### src/rtl/jtag_pkg.sv
// jtag_pkg: shared TAP state encoding, opcodes and IR capture value.
// Used by jtag_tap_fsm and jtag_bscan_ctrl (JTAG_IDCODE_EN gates the IDCODE register).
package jtag_pkg;

   // Conventional 4-bit TAP state encodings
   typedef enum logic [3:0] {
      EX2_DR   = 4'h0,
      EX1_DR   = 4'h1,
      SH_DR    = 4'h2,
      PAUSE_DR = 4'h3,
      SEL_IR   = 4'h4,
      UPD_DR   = 4'h5,
      CAP_DR   = 4'h6,
      SEL_DR   = 4'h7,
      EX2_IR   = 4'h8,
      EX1_IR   = 4'h9,
      SH_IR    = 4'hA,
      PAUSE_IR = 4'hB,
      RTI      = 4'hC,
      UPD_IR   = 4'hD,
      CAP_IR   = 4'hE,
      TLR      = 4'hF
   } tap_state_t;

   localparam logic [1:0] OP_EXTEST  = 2'b00;
   localparam logic [1:0] OP_SAMPLE  = 2'b01;
   localparam logic [1:0] OP_IDCODE  = 2'b10;
   localparam logic [1:0] OP_BYPASS  = 2'b11;

   // Fixed pattern captured into the IR shift stage; LSB 1 lets a host find IR length
   localparam logic [1:0] IR_CAPTURE = 2'b01;

endpackage

### src/rtl/jtag_tap_fsm.sv
// jtag_tap_fsm: bare 16-state TAP controller, state registered on rising TCK.
// No outputs other than the state so other TAP clients can reuse it.
module jtag_tap_fsm
   import jtag_pkg::*;
(
   input  logic       i_clk,
   input  logic       i_rstn,
   input  logic       i_tms,
   output tap_state_t state
);

   // Standard TMS-driven transitions; five TMS=1 edges always land in TLR
   always_ff @(posedge i_clk or negedge i_rstn) begin
      if (!i_rstn) begin
         state <= TLR;
      end else begin
         case (state)
            TLR:      state <= i_tms ? TLR    : RTI;
            RTI:      state <= i_tms ? SEL_DR : RTI;
            SEL_DR:   state <= i_tms ? SEL_IR : CAP_DR;
            CAP_DR:   state <= i_tms ? EX1_DR : SH_DR;
            SH_DR:    state <= i_tms ? EX1_DR : SH_DR;
            EX1_DR:   state <= i_tms ? UPD_DR : PAUSE_DR;
            PAUSE_DR: state <= i_tms ? EX2_DR : PAUSE_DR;
            EX2_DR:   state <= i_tms ? UPD_DR : SH_DR;
            UPD_DR:   state <= i_tms ? SEL_DR : RTI;
            SEL_IR:   state <= i_tms ? TLR    : CAP_IR;
            CAP_IR:   state <= i_tms ? EX1_IR : SH_IR;
            SH_IR:    state <= i_tms ? EX1_IR : SH_IR;
            EX1_IR:   state <= i_tms ? UPD_IR : PAUSE_IR;
            PAUSE_IR: state <= i_tms ? EX2_IR : PAUSE_IR;
            EX2_IR:   state <= i_tms ? UPD_IR : SH_IR;
            UPD_IR:   state <= i_tms ? SEL_DR : RTI;
            default:  state <= TLR;
         endcase
      end
   end

endmodule

### src/rtl/jtag_bscan_ctrl.sv
// jtag_bscan_ctrl: TAP front end for a boundary-scan chain. Holds IR, bypass
// and (when JTAG_IDCODE_EN is defined) a 32-bit IDCODE register, and decodes
// chain shift enable, drive permission and the TDO return mux.
module jtag_bscan_ctrl
   import jtag_pkg::*;
#(
   parameter int          IR_WIDTH   = 2,
   parameter logic [31:0] IDCODE_VAL = 32'h0000_0001
)(
   input  logic i_clk,
   input  logic i_rstn,
   input  logic i_tms,
   input  logic i_tdi,
   output logic o_tdo,
   output logic o_tdoEn,
   output logic o_chainShiftIn,
   input  logic i_chainShiftOut,
   output logic o_doShift,
   output logic o_canDrive
);

`ifdef JTAG_IDCODE_EN
   localparam logic [IR_WIDTH-1:0] IR_RESET = OP_IDCODE;
`else
   localparam logic [IR_WIDTH-1:0] IR_RESET = OP_BYPASS;
`endif

   tap_state_t          state;
   logic [IR_WIDTH-1:0] ir_shift;
   logic [IR_WIDTH-1:0] ir;
   logic                bypass_reg;
   logic                chain_sel;
   logic                idcode_sel;
   logic                idcode_lsb;

   jtag_tap_fsm u_fsm (
      .i_clk  (i_clk),
      .i_rstn (i_rstn),
      .i_tms  (i_tms),
      .state  (state)
   );

   // IR shift stage: capture fixed pattern, shift right with TDI into MSB
   always_ff @(posedge i_clk or negedge i_rstn) begin
      if (!i_rstn)             ir_shift <= IR_CAPTURE;
      else if (state == CAP_IR) ir_shift <= IR_CAPTURE;
      else if (state == SH_IR)  ir_shift <= {i_tdi, ir_shift[IR_WIDTH-1:1]};
   end

   // IR update: only committed on the edge leaving UpdIR, reloaded while in TLR
   always_ff @(posedge i_clk or negedge i_rstn) begin
      if (!i_rstn)              ir <= IR_RESET;
      else if (state == TLR)    ir <= IR_RESET;
      else if (state == UPD_IR) ir <= ir_shift;
   end

   // Bypass bit: captures 0 so a host sees a leading zero per bypassed device
   always_ff @(posedge i_clk or negedge i_rstn) begin
      if (!i_rstn)              bypass_reg <= 1'b0;
      else if (state == CAP_DR) bypass_reg <= 1'b0;
      else if (state == SH_DR)  bypass_reg <= i_tdi;
   end

`ifdef JTAG_IDCODE_EN
   logic [31:0] idcode_reg;

   // IDCODE: capture the constant, shift out LSB first
   always_ff @(posedge i_clk or negedge i_rstn) begin
      if (!i_rstn)              idcode_reg <= IDCODE_VAL;
      else if (state == CAP_DR) idcode_reg <= IDCODE_VAL;
      else if (state == SH_DR)  idcode_reg <= {i_tdi, idcode_reg[31:1]};
   end

   assign idcode_sel = (ir == OP_IDCODE);
   assign idcode_lsb = idcode_reg[0];
`else
   // Opcode 10 falls through to bypass when there is no IDCODE register
   assign idcode_sel = 1'b0;
   assign idcode_lsb = 1'b0;
   wire   unused_idcode = ^IDCODE_VAL;
`endif

   assign chain_sel      = (ir == OP_EXTEST) || (ir == OP_SAMPLE);
   assign o_chainShiftIn = i_tdi;
   assign o_tdoEn        = (state == SH_IR) || (state == SH_DR);
   assign o_doShift      = (state == SH_DR) && chain_sel;
   // Chain masks its own drivers while shifting, so no ShDR gating here
   assign o_canDrive     = (ir == OP_EXTEST) && (state != TLR);

   // TDO return mux, forced low outside the shift states
   always_comb begin
      o_tdo = 1'b0;
      case (state)
         SH_IR: o_tdo = ir_shift[0];
         SH_DR: begin
            if (chain_sel)       o_tdo = i_chainShiftOut;
            else if (idcode_sel) o_tdo = idcode_lsb;
            else                 o_tdo = bypass_reg;
         end
         default: o_tdo = 1'b0;
      endcase
   end

endmodule

### config.mk
export PLATFORM = sky130hd
export DESIGN_NAME = jtag_bscan_ctrl
export DESIGN_NICKNAME = d
export VERILOG_FILES = /design/src/rtl/jtag_pkg.sv /design/src/rtl/jtag_tap_fsm.sv /design/src/rtl/jtag_bscan_ctrl.sv
export SDC_FILE = /design/constraint.sdc
export NUM_CORES = 1
export LEC_CHECK = 0
export CORE_UTILIZATION = 35
export CTS_BUF_LIST = sky130_fd_sc_hd__clkbuf_4
export CTS_CLUSTER_DIAMETER = 40
export DETAILED_ROUTE_END_ITERATION = 8
export PLACE_DENSITY = 0.58
export SYNTH_ARGS = -nofsm -noshare
export SYNTH_HDL_FRONTEND = slang
export SYNTH_SLANG_ARGS = --single-unit
export TNS_END_PERCENT = 30
### constraint.sdc
create_clock -name i_clk -period 1.1 [get_ports i_clk]
set_input_delay 0.22 -clock i_clk [delete_from_list [all_inputs] [get_ports i_clk]]
set_output_delay 0.22 -clock i_clk [all_outputs]
set_load 0.05 [all_outputs]
==> impl_metrics.yaml <==
run_status:
  status: "finished, violations left"
  violations: "negative setup slack"
power_and_ir_drop:
  p_leak_nw: 0.389
  powerDensity_mw_per_mm2: 3080
  ir_drop_v: 0.00174
  finalPower_w: 0.00265
yosys:
  async_reset_ff_share_pct: 100
  synth_ff_type: "dfstp_2"
  yosys_warnings: 0
  syn-num-nets: 59
  synth_cells: 54
  synth_seq_area_share_pct: 44.5
  synth_cell_types: 28
  syn_area_sq_um: 526
  synth_edf_count: 0
  postSynthAreaPerCell_sq_um: 9.73
  ys_seq_elements: 9
drt:
  post_drt_wl_per_cell_um: 11.5
  antenna_left: 0
  drt_wl_total_mm: 1.08
  dr.pass1.iters: 4
  drc: 0
  drtIter0Drc: 3
  viasPerCell: 4.80
  vias: 451
timing:
  rsz0062_at_grt: "true"
  max_slew_margin_pct: 82.0
  fin_crit_sh_pct: 142
  fin_tns_setup_ns: -1.90
  layout_setup_ws_ns: -0.463
  tightest_slew_ns: 0.267
  setup_viol: 8
  post-route-min-period_ns: 1.56
  final_max_slew_viol_count: 0
  max_freq_ghz: 0.640
  finClkSkew_ns: 0.00680
  hold_viol_final: 0
  whs_ns: 0.247
global_routing:
  overflow: 0
  grt_pass1_vias: 398
  globalRouteTotalUtil_pct: 17.0
  grt_pass1_wl_mm: 1.73
  antenna_found_initial: 0
  grt_start_max_net_pins: 10
final_layout:
  nFillCells: 115
  stdcell_area_sq_um: 858
  layout_commonest_cell: "buf_4"
  largest_reg_flops: 4
  area_growth_syn_to_layout_pct: 63.3
  layout-drive-gt1-share_pct: 57.0
  fin_nets: 85
  num_antenna_cells: 0
  final_cell_mix: "13 x buf_4, 8 x nand2_1, 7 x dfstp_2"
  top_regs: "u_fsm.state x4, ir x2, ir_shift x2"
  top_register: "u_fsm.state"
floorplanning:
  fp.dieW_um: 40.8
  fp-row-count: 13
  die_area_sq_mm: 0.00166
  die_h_um: 40.8
  initial_utilization_pct: 38.9
  core_sq_mm: 0.00135
  ios: 10
critical_path:
  path_max_fanout: 2
  crit_required_ns: 0.88
  worstReg2RegStart: "u_fsm.state[1]$_DFF_PN1_"
  slowest_delay_ns: 0.55
  r2r_end: "bypass_reg$_DFFE_PN0N_"
  cp-end-kind: "output port"
  path_cells: "mux2i_1 > o21ai_1 > and2_4 > buf_12"
  startpoint_type: "flop"
  rrSetupSlack_ns: -0.14
  reg2reg_depth: 5
  cp.arrival_ns: 1.34
  slowest_stage: "dfstp_2"
  criticalPathCategory: "reg -> out"
placed_design:
  gp_congestion: 0.828
  place_area_sq_um: 787
  port_buffers: 9
  hpwl_um: 789
clock_tree:
  ctsHoldBuffers: 0
  root_buffer: "clkbuf_4"
  cts.htree.levels: 1
  cts_buffers: 3
  cts_sinks: 9
  cts_tree: "done"
  clock_latency_ns: 0.27
  clk_pin_slew_ns: 0.06
  cts_buffer_depth: 2
hold_path:
  holdCritPathClass: "in -> async"
job:
  drv_cap: 0
[per-layer routing]
layer / vias up / GRT usage (%) / wire, um
met5: - / 0 / 0
met4: 0 / 10.0 / 12
met3: 2 / 6.52 / 41
met2: 9 / 24.2 / 519
met1: 204 / 21.4 / 511
li1: 236 / - / -
[cell usage after synthesis, types with 2 or more instances]
library cell / n / area [sq um]
nand2_1: 8 / 30.0
dfstp_2: 7 / 184
nor2_1: 5 / 18.8
o21ai_0: 5 / 25.0
buf_4: 3 / 22.5
dfrtp_1: 2 / 50.1
inv_1: 2 / 7.51
o21ai_1: 2 / 10.0
[worst max-delay path, delay by kind of cell (launching register included)]
| kind | cells | cell delay [ns] |
|---|---|---|
| AO/OA/AOI/OAI | 1 | 0.07 |
| AND/OR/NAND/NOR | 1 | 0.14 |
| multiplexers | 1 | 0.17 |
| flip-flops | 1 | 0.55 |
| buffers and inverters | 1 | 0.14 |
[how the worst max path moves through the flow]
stage	start	to	slack, ns
2_1_floorplan	u_fsm.state[1]$_DFF_PN1_	o_tdo	-0.47
3_3_place_gp	i_chainShiftOut	o_tdo	-0.28
3_5_place_dp	i_chainShiftOut	o_tdo	-0.29
4_1_cts	ir[1]$_DFFE_PN1P_	o_tdo	-0.48
5_1_grt	ir[1]$_DFFE_PN1P_	o_tdo	-0.52
6_report	ir[1]$_DFFE_PN1P_	o_tdo	-0.46
[cells by family after synthesis]
family	share of synthesized area (%)
compound gates	19.5
buf+inv	7.62
flops	44.5
mux	1.90
simple gates	26.4
[stage by stage]
| stage | worst slack, ns | utilization, % | std cells |
|---|---|---|---|
| floorplan | -0.471 | - | 54 |
| global placement | -0.282 | 58.3 | 88 |
| detailed placement | -0.294 | 58.3 | 88 |
| CTS | -0.477 | 61.8 | 93 |
| global route | -0.523 | 63.6 | 94 |
| finish | -0.463 | 63.6 | 94 |
[final cells by class]
cell class	count	area (sq um)	share of cell area (%)
Tap cell	15	18.8	2.19
Multi-Input combinational cell	38	295	34.4
Sequential cell	9	234	27.3
Clock buffer	4	30.0	3.50
Inverter	2	7.51	0.875
Timing Repair Buffer	26	273	31.8
[timing repair]
item	4_1_cts	5_1_grt
setup buffers	1	1
setup endpoints to repair	10	11
resized for setup	9	5
pin swaps	2	4
[power breakdown]
group / leakage (nW) / total (W) / internal (W) / switching (W)
clock network: 0.0184 / 0.000285 / 0.000165 / 0.000120
registers: 0.100 / 0.000748 / 0.000581 / 0.000167
logic: 0.270 / 0.00161 / 0.000838 / 0.000775
total: 0.389 / 0.00265 / 0.00158 / 0.00106
Note: power is estimated with default switching activity, not from simulation.
